**src/rtl/plane_draw_scheduler_pkg.sv**
```systemverilog
// Shared constants and state encoding for the per-frame plane erase/draw sequencer.
package plane_draw_scheduler_pkg;
  localparam int N_PLANES     = 10;
  localparam int COORD_W      = 8;
  localparam int COLOUR_W     = 3;
  localparam int IDX_W        = $clog2(N_PLANES);
  localparam int PX_W         = 8;
  localparam int PY_W         = 7;
  localparam int SCREEN_W_DEF = 160;
  localparam int SCREEN_H_DEF = 120;

  typedef enum logic [2:0] {IDLE, ERASE, LATCH, DRAW, DONE} state_t;
endpackage

```
**src/rtl/plane_draw_scheduler_if.sv**
```systemverilog
// VGA adapter pixel port: one pixel write per clock when plot is high.
interface plane_draw_scheduler_if;
  import plane_draw_scheduler_pkg::*;

  logic [PX_W-1:0]     px;
  logic [PY_W-1:0]     py;
  logic [COLOUR_W-1:0] colour;
  logic                plot;

  modport master (output px, py, colour, plot);
  modport slave  (input  px, py, colour, plot);
endinterface

```
**src/rtl/plane_draw_scheduler_scan.sv**
```systemverilog
// Walks planes 0..N_PLANES-1 and the sprite pixels of each visible plane, row-major.
module sprite_scan_counter
  import plane_draw_scheduler_pkg::*;
#(
  parameter  int SPRITE_W = 4,
  parameter  int SPRITE_H = 4,
  localparam int DX_W     = $clog2(SPRITE_W),
  localparam int DY_W     = $clog2(SPRITE_H)
) (
  input  logic                clk,
  input  logic                reset_n,
  input  logic                start,
  input  logic                run,
  input  logic [N_PLANES-1:0] mask,
  output logic [IDX_W-1:0]    idx,
  output logic [DX_W-1:0]     dx,
  output logic [DY_W-1:0]     dy,
  output logic                pixel_valid,
  output logic                phase_done
);
  localparam int PIX_W = DX_W + DY_W;
  localparam logic [IDX_W-1:0] LAST_IDX = IDX_W'(N_PLANES - 1);

  logic [PIX_W-1:0] pix;
  logic             plane_end;

  // Invisible planes cost a single skip cycle; visible ones the full sprite.
  assign plane_end   = !mask[idx] || (pix == '1);
  assign pixel_valid = run && mask[idx];
  assign phase_done  = run && (idx == LAST_IDX) && plane_end;
  assign dx          = pix[DX_W-1:0];
  assign dy          = pix[PIX_W-1:DX_W];

  always_ff @(posedge clk) begin
    if (!reset_n || start) begin
      idx <= '0;
      pix <= '0;
    end else if (run) begin
      if (plane_end) begin
        pix <= '0;
        idx <= idx + IDX_W'(1);
      end else begin
        pix <= pix + PIX_W'(1);
      end
    end
  end
endmodule

```
**src/rtl/plane_draw_scheduler.sv**
```systemverilog
// Per-frame sequencer: erase old sprites, snapshot coordinates, draw, then pulse move_en.
module plane_draw_scheduler
  import plane_draw_scheduler_pkg::*;
#(
  parameter int                  SPRITE_W     = 4,
  parameter int                  SPRITE_H     = 4,
  parameter int                  SCREEN_W     = SCREEN_W_DEF,
  parameter int                  SCREEN_H     = SCREEN_H_DEF,
  parameter logic [COLOUR_W-1:0] BG_COLOUR    = 3'b000,
  parameter logic [COLOUR_W-1:0] PLANE_COLOUR = 3'b111
) (
  input  logic                        clk,
  input  logic                        reset_n,
  input  logic                        frame_tick,
  input  logic [N_PLANES*COORD_W-1:0] x_bus,
  input  logic [N_PLANES*COORD_W-1:0] y_bus,
  input  logic [N_PLANES-1:0]         vis,
  plane_draw_scheduler_if.master      vga,
  output logic                        busy,
  output logic                        move_en,
  output logic                        overrun
);
  localparam int DX_W  = $clog2(SPRITE_W);
  localparam int DY_W  = $clog2(SPRITE_H);
  localparam int SUM_W = COORD_W + 1;
  localparam logic [SUM_W-1:0] SCR_W = SUM_W'(SCREEN_W);
  localparam logic [SUM_W-1:0] SCR_H = SUM_W'(SCREEN_H);

  state_t                      state;
  logic [N_PLANES*COORD_W-1:0] old_x, old_y;
  logic [N_PLANES-1:0]         old_vis;
  logic                        scan_start, scan_run;
  logic [IDX_W-1:0]            idx;
  logic [DX_W-1:0]             dx;
  logic [DY_W-1:0]             dy;
  logic                        pixel_valid, phase_done;
  logic [COORD_W-1:0]          cur_x, cur_y;
  logic [SUM_W-1:0]            sum_x, sum_y;
  logic                        on_screen;

  sprite_scan_counter #(.SPRITE_W(SPRITE_W), .SPRITE_H(SPRITE_H)) u_scan (
    .clk         (clk),
    .reset_n     (reset_n),
    .start       (scan_start),
    .run         (scan_run),
    .mask        (old_vis),
    .idx         (idx),
    .dx          (dx),
    .dy          (dy),
    .pixel_valid (pixel_valid),
    .phase_done  (phase_done)
  );

  always_comb begin
    scan_start = 1'b0;
    scan_run   = 1'b0;
    case (state)
      IDLE:        scan_start = frame_tick;
      LATCH:       scan_start = 1'b1;
      ERASE, DRAW: scan_run   = 1'b1;
      default:     ;
    endcase
  end

  // Both phases read the snapshot; LATCH refreshes it between erase and draw.
  assign cur_x     = old_x[idx*COORD_W +: COORD_W];
  assign cur_y     = old_y[idx*COORD_W +: COORD_W];
  assign sum_x     = {1'b0, cur_x} + SUM_W'(dx);
  assign sum_y     = {1'b0, cur_y} + SUM_W'(dy);
  assign on_screen = (sum_x < SCR_W) && (sum_y < SCR_H);

  always_ff @(posedge clk) begin
    if (!reset_n) begin
      state      <= IDLE;
      vga.plot   <= 1'b0;
      vga.px     <= '0;
      vga.py     <= '0;
      vga.colour <= '0;
      move_en    <= 1'b0;
      busy       <= 1'b0;
      overrun    <= 1'b0;
      old_x      <= '0;
      old_y      <= '0;
      old_vis    <= '0;
    end else begin
      vga.plot <= 1'b0;
      move_en  <= 1'b0;
      if (frame_tick && state != IDLE) overrun <= 1'b1;
      case (state)
        IDLE: begin
          if (frame_tick) begin
            state <= ERASE;
            busy  <= 1'b1;
          end
        end
        ERASE, DRAW: begin
          if (pixel_valid && on_screen) begin
            vga.plot   <= 1'b1;
            vga.px     <= sum_x[PX_W-1:0];
            vga.py     <= sum_y[PY_W-1:0];
            vga.colour <= (state == ERASE) ? BG_COLOUR : PLANE_COLOUR;
          end
          if (phase_done) state <= (state == ERASE) ? LATCH : DONE;
        end
        LATCH: begin
          old_x   <= x_bus;
          old_y   <= y_bus;
          old_vis <= vis;
          state   <= DRAW;
        end
        DONE: begin
          move_en <= 1'b1;
          busy    <= 1'b0;
          state   <= IDLE;
        end
        default: state <= IDLE;
      endcase
    end
  end
endmodule

```
**src/flat_wrapper.sv**
```systemverilog
// flat-port wrapper written by rule: the top's interface ports become plain ports
module plane_draw_scheduler_flat import plane_draw_scheduler_pkg::*;
#(
  parameter int                  SPRITE_W     = 4,
  parameter int                  SPRITE_H     = 4,
  parameter int                  SCREEN_W     = SCREEN_W_DEF,
  parameter int                  SCREEN_H     = SCREEN_H_DEF,
  parameter logic [COLOUR_W-1:0] BG_COLOUR    = 3'b000,
  parameter logic [COLOUR_W-1:0] PLANE_COLOUR = 3'b111
)
  (clk, reset_n, frame_tick, x_bus, y_bus, vis, busy, move_en, overrun, vga_px, vga_py, vga_colour, vga_plot);
  plane_draw_scheduler_if vga_i ();
  input  logic clk;
  input  logic reset_n;
  input  logic frame_tick;
  input  logic [N_PLANES*COORD_W-1:0] x_bus;
  input  logic [N_PLANES*COORD_W-1:0] y_bus;
  input  logic [N_PLANES-1:0] vis;
  output logic busy;
  output logic move_en;
  output logic overrun;
  output wire logic [$bits(vga_i.px)-1:0] vga_px;
  output wire logic [$bits(vga_i.py)-1:0] vga_py;
  output wire logic [$bits(vga_i.colour)-1:0] vga_colour;
  output wire logic [$bits(vga_i.plot)-1:0] vga_plot;
  assign vga_px = vga_i.px;
  assign vga_py = vga_i.py;
  assign vga_colour = vga_i.colour;
  assign vga_plot = vga_i.plot;
  plane_draw_scheduler #(.SPRITE_W(SPRITE_W), .SPRITE_H(SPRITE_H), .SCREEN_W(SCREEN_W), .SCREEN_H(SCREEN_H), .BG_COLOUR(BG_COLOUR), .PLANE_COLOUR(PLANE_COLOUR)) u_core (.clk(clk), .reset_n(reset_n), .frame_tick(frame_tick), .x_bus(x_bus), .y_bus(y_bus), .vis(vis), .vga(vga_i), .busy(busy), .move_en(move_en), .overrun(overrun));
endmodule
```
**config.mk**
```make
export PLATFORM = sky130hd
export DESIGN_NAME = plane_draw_scheduler_flat
export DESIGN_NICKNAME = d
export VERILOG_FILES = /design/src/rtl/plane_draw_scheduler_pkg.sv /design/src/rtl/plane_draw_scheduler_if.sv /design/src/rtl/plane_draw_scheduler_scan.sv /design/src/rtl/plane_draw_scheduler.sv /design/src/flat_wrapper.sv
export SDC_FILE = /design/constraint.sdc
export NUM_CORES = 1
export LEC_CHECK = 0
export CAP_MARGIN = 20
export CORE_ASPECT_RATIO = 0.75
export CORE_UTILIZATION = 46
export CTS_CLUSTER_DIAMETER = 150
export DETAILED_ROUTE_END_ITERATION = 12
export HOLD_SLACK_MARGIN = 0.02
export PLACE_DENSITY = 0.73
export SLEW_MARGIN = 20
export SYNTH_ARGS = -nofsm -noshare
export SYNTH_HDL_FRONTEND = slang
export SYNTH_SLANG_ARGS = --single-unit
```
**constraint.sdc**
```tcl
create_clock -name clk -period 6.7 [get_ports clk]
set_input_delay 1.34 -clock clk [delete_from_list [all_inputs] [get_ports clk]]
set_output_delay 1.34 -clock clk [all_outputs]
set_load 0.005 [all_outputs]
```
==> reports/qor.yml <==
status:
  outcome: "complete, but fails checks"
  violations_in_the_final_reports: "design-rule violations"
synthesis:
  synthesis.area_mm2: 0.00929
  postSynth.topFlopCell: "dfxtp_1"
  netlist-cell-type-count: 59
  synthesis.instances: 1049
  synth_seq_area_share_pct: 43.3
  async_reset_ff_share_pct: 0
  ys.warnings.count: 0
  synth-edff-count: 0
  total_of_flip_flops_plus_latches_after_synthesis: 201
  syn-num-nets: 1231
  syn_avg_cell_area_um2: 8.86
final_layout:
  final_common_cell: "nand2_1"
  layout.nets: 1371
  final_core_util_pct: 60.6
  drive_gt1_share_pct: 6.75
  layout_common_cells: "376 x nand2_1, 199 x dfxtp_1, 193 x clkdlybuf4s50_1, 170 x a21boi_0, 41 x mux2i_1"
  layout-area-overhead-vs-synth_pct: 27.4
  diodes: 0
  filler_free_cell_count_of_the_finished_design: 1453
placed_design:
  place.gp.congestion: 0.831
  detailed_placement_wirelength_estimate_mm: 16.9
  port-buffer-count: 194
  count_of_placed_standard_cells_including_taps: 1420
cts:
  cts_tree: "yes"
  postCtsSetupRepairBufs: 0
  cts_htree_levels: 1
  postCtsHoldBufs: 0
  root_buffer: "clkbuf_16"
  count_of_cells_resized_by_post_cts_repair: 0
  number_of_cts_inserted_buffers: 20
  insertion_delay_ns: 0.49
  clk_pin_slew_ns: 0.06
  ctsLongestPathBuffers: 3
  clkSinkCount: 201
setup_path:
  critPathArrivalTime_ns: 4.40
  r2r_slack_ns: 2.70
  worst-r2r-cell-count: 13
  timing_worst_setup_path_type: "reg2reg"
  path_max_fanout: 39
  critPathLaunchType: "flip-flop"
  endpoint_kind: "flip-flop"
  critPathRequiredTime_ns: 7.10
floorplan:
  chipWidth_um: 166
  i_o_pins: 195
  core_area_mm2: 0.0195
  design.die.area_mm2: 0.0208
  core.rowCount: 44
  die_h_um: 125
  initial_utilization_pct: 47.5
pwr:
  total_power_uw: 2490
  ir_drop_mv: 0.145
  p_per_area_mw_per_mm2: 210
  leakagePower_uw: 0.00386
routing:
  detail_route.wirelength_mm: 23.8
  total_via_count_after_detailed_routing: 7611
  drt-pass1-iter-count: 8
  post_route_drc: 13
  routed_via_density: 5.24
  route.detailed.wl_per_inst_um: 16.4
  detail-route-antenna-nets: 0
  drt_first_iter_violations: 724
sta:
  drv_slew: 0
  skew_ns: 0.0128
  max_freq_ghz: 0.250
  timing_hold_violations_final: 0
  grt_setup_unrepaired: "no"
  worst-slew-pin-transition_ns: 0.949
  headroom_to_the_max_slew_limit_pct: 36.7
  totalNegativeSetupSlack_ns: 0
  final_period_minus_worst_setup_slack_ns: 4.00
  finalSetupViolCount: 0
  final.period_utilization_pct: 59.7
global_routing:
  number_of_global_route_vias_before_repair: 7086
  track_usage_pct: 22.5
  antenna_violations_before_repair: 0
  grt_start_max_net_pins: 119
  global_route_total_overflow: 0
  grt_pass1_wl_mm: 37.6
worst_hold_path:
  min_path_cells: 2
  worstHoldPathType: "reg2reg"
flow_run:
  count_of_max_cap_constraint_violations: 0
## cell families (layout without fill, tap and decap cells)
kind of cell    Yosys count  in the layout  share of synthesized area (%)
xor+xnor                 15             15                           1.41
mux                      77             77                           12.2
compound gates          228            228                           18.3
simple gates            433            433                           18.8
fa+ha+maj                 9              9                           1.37
buf+inv                  86            237                           4.65
flops                   201            201                           43.3
## worst paths after layout
path | start | end
worst max-delay path | u_core.u_scan.idx[0] | u_core.vga.py[4]
worst min-delay path | u_core.vga.py[3] | u_core.vga.py[3]
worst max register to register | u_core.u_scan.idx[0] | u_core.vga.py[4]
worst min register to register | u_core.vga.py[3] | u_core.vga.py[3]
## cells in the mapped netlist, types with 3 or more instances
library cell,count,area (µm²)
a211oi_1,8,60.1
a21boi_0,170,1280
a21oi_1,6,30.0
and2_1,3,18.8
buf_2,6,30.0
buf_4,3,22.5
buf_6,9,101
clkbuf_1,58,218
dfxtp_1,201,4020
ha_1,7,87.6
inv_1,5,18.8
mux2_2,9,101
mux2i_1,41,410
mux4_1,3,78.8
mux4_2,24,541
nand2_1,377,1420
nand2b_1,3,18.8
nand3_1,6,30.0
nor2_1,14,52.6
nor2b_1,4,25.0
nor3_1,5,25.0
o21a_1,3,22.5
o21ai_0,6,30.0
o22a_1,4,35.0
o22ai_1,13,81.3
o32a_2,3,33.8
xnor2_1,10,87.6
xor2_1,5,43.8
## area by class of cell
type                            count  area (µm²)
Tap cell                          253         317
Timing Repair Buffer              199        1980
Sequential cell                   201        4030
Fill cell                        1718        7700
Inverter                            5        18.8
Multi-Input combinational cell    762        4840
Clock inverter                      5        50.0
Clock buffer                       28         603
## worst max-delay path, cell delays in order, from the launching register on
cell and delay [ns]:
dfxtp_4 0.74, buf_4 0.53, mux4_2 0.56, mux2i_1 0.17
o22ai_1 0.11, ha_1 0.24, inv_1 0.07, fa_1 0.27
nand2b_1 0.13, nor4_1 0.05, o31ai_1 0.22, o21a_1 0.22
and2_4 0.33, mux2i_1 0.25
## state kept, by name (all words and copies together), names as in the netlist, 3 cells and up
signal and cells:
u_core.vga.px 8, u_core.old_x 80, u_core.old_y 80, u_core.u_scan.idx 4, u_core.vga.py 7, u_core.u_scan.pix 4
u_core.old_vis 10, u_core.state 3
## power breakdown
group	leakage [µW]	switching [µW]	internal, µW
clock network	0.000326	447	664
logic	0.00191	46.3	121
registers	0.00162	14.6	1200
total	0.00386	508	1980
## stage by stage
stage | cell area [µm²] | setup WS (ns) | hold WS [ns]
CTS | 11800 | 2.70 | 0.463
detailed placement | 11200 | 2.72 | 0.452
global placement | 11200 | 2.82 | 0.451
global route | 11800 | 2.41 | 0.482
finish | 11800 | 2.70 | 0.459
floorplan | 9290 | 2.26 | 0.439
## per-layer routing
metal,up-vias,GRT usage (%),part of all wire (%)
li1,3830,-,-
met1,3512,35.6,52
met2,252,31.2,39
met3,17,5.10,7.7
met4,0,2.97,0.98
met5,-,0,0
Note: power is estimated with default switching activity, not from simulation.
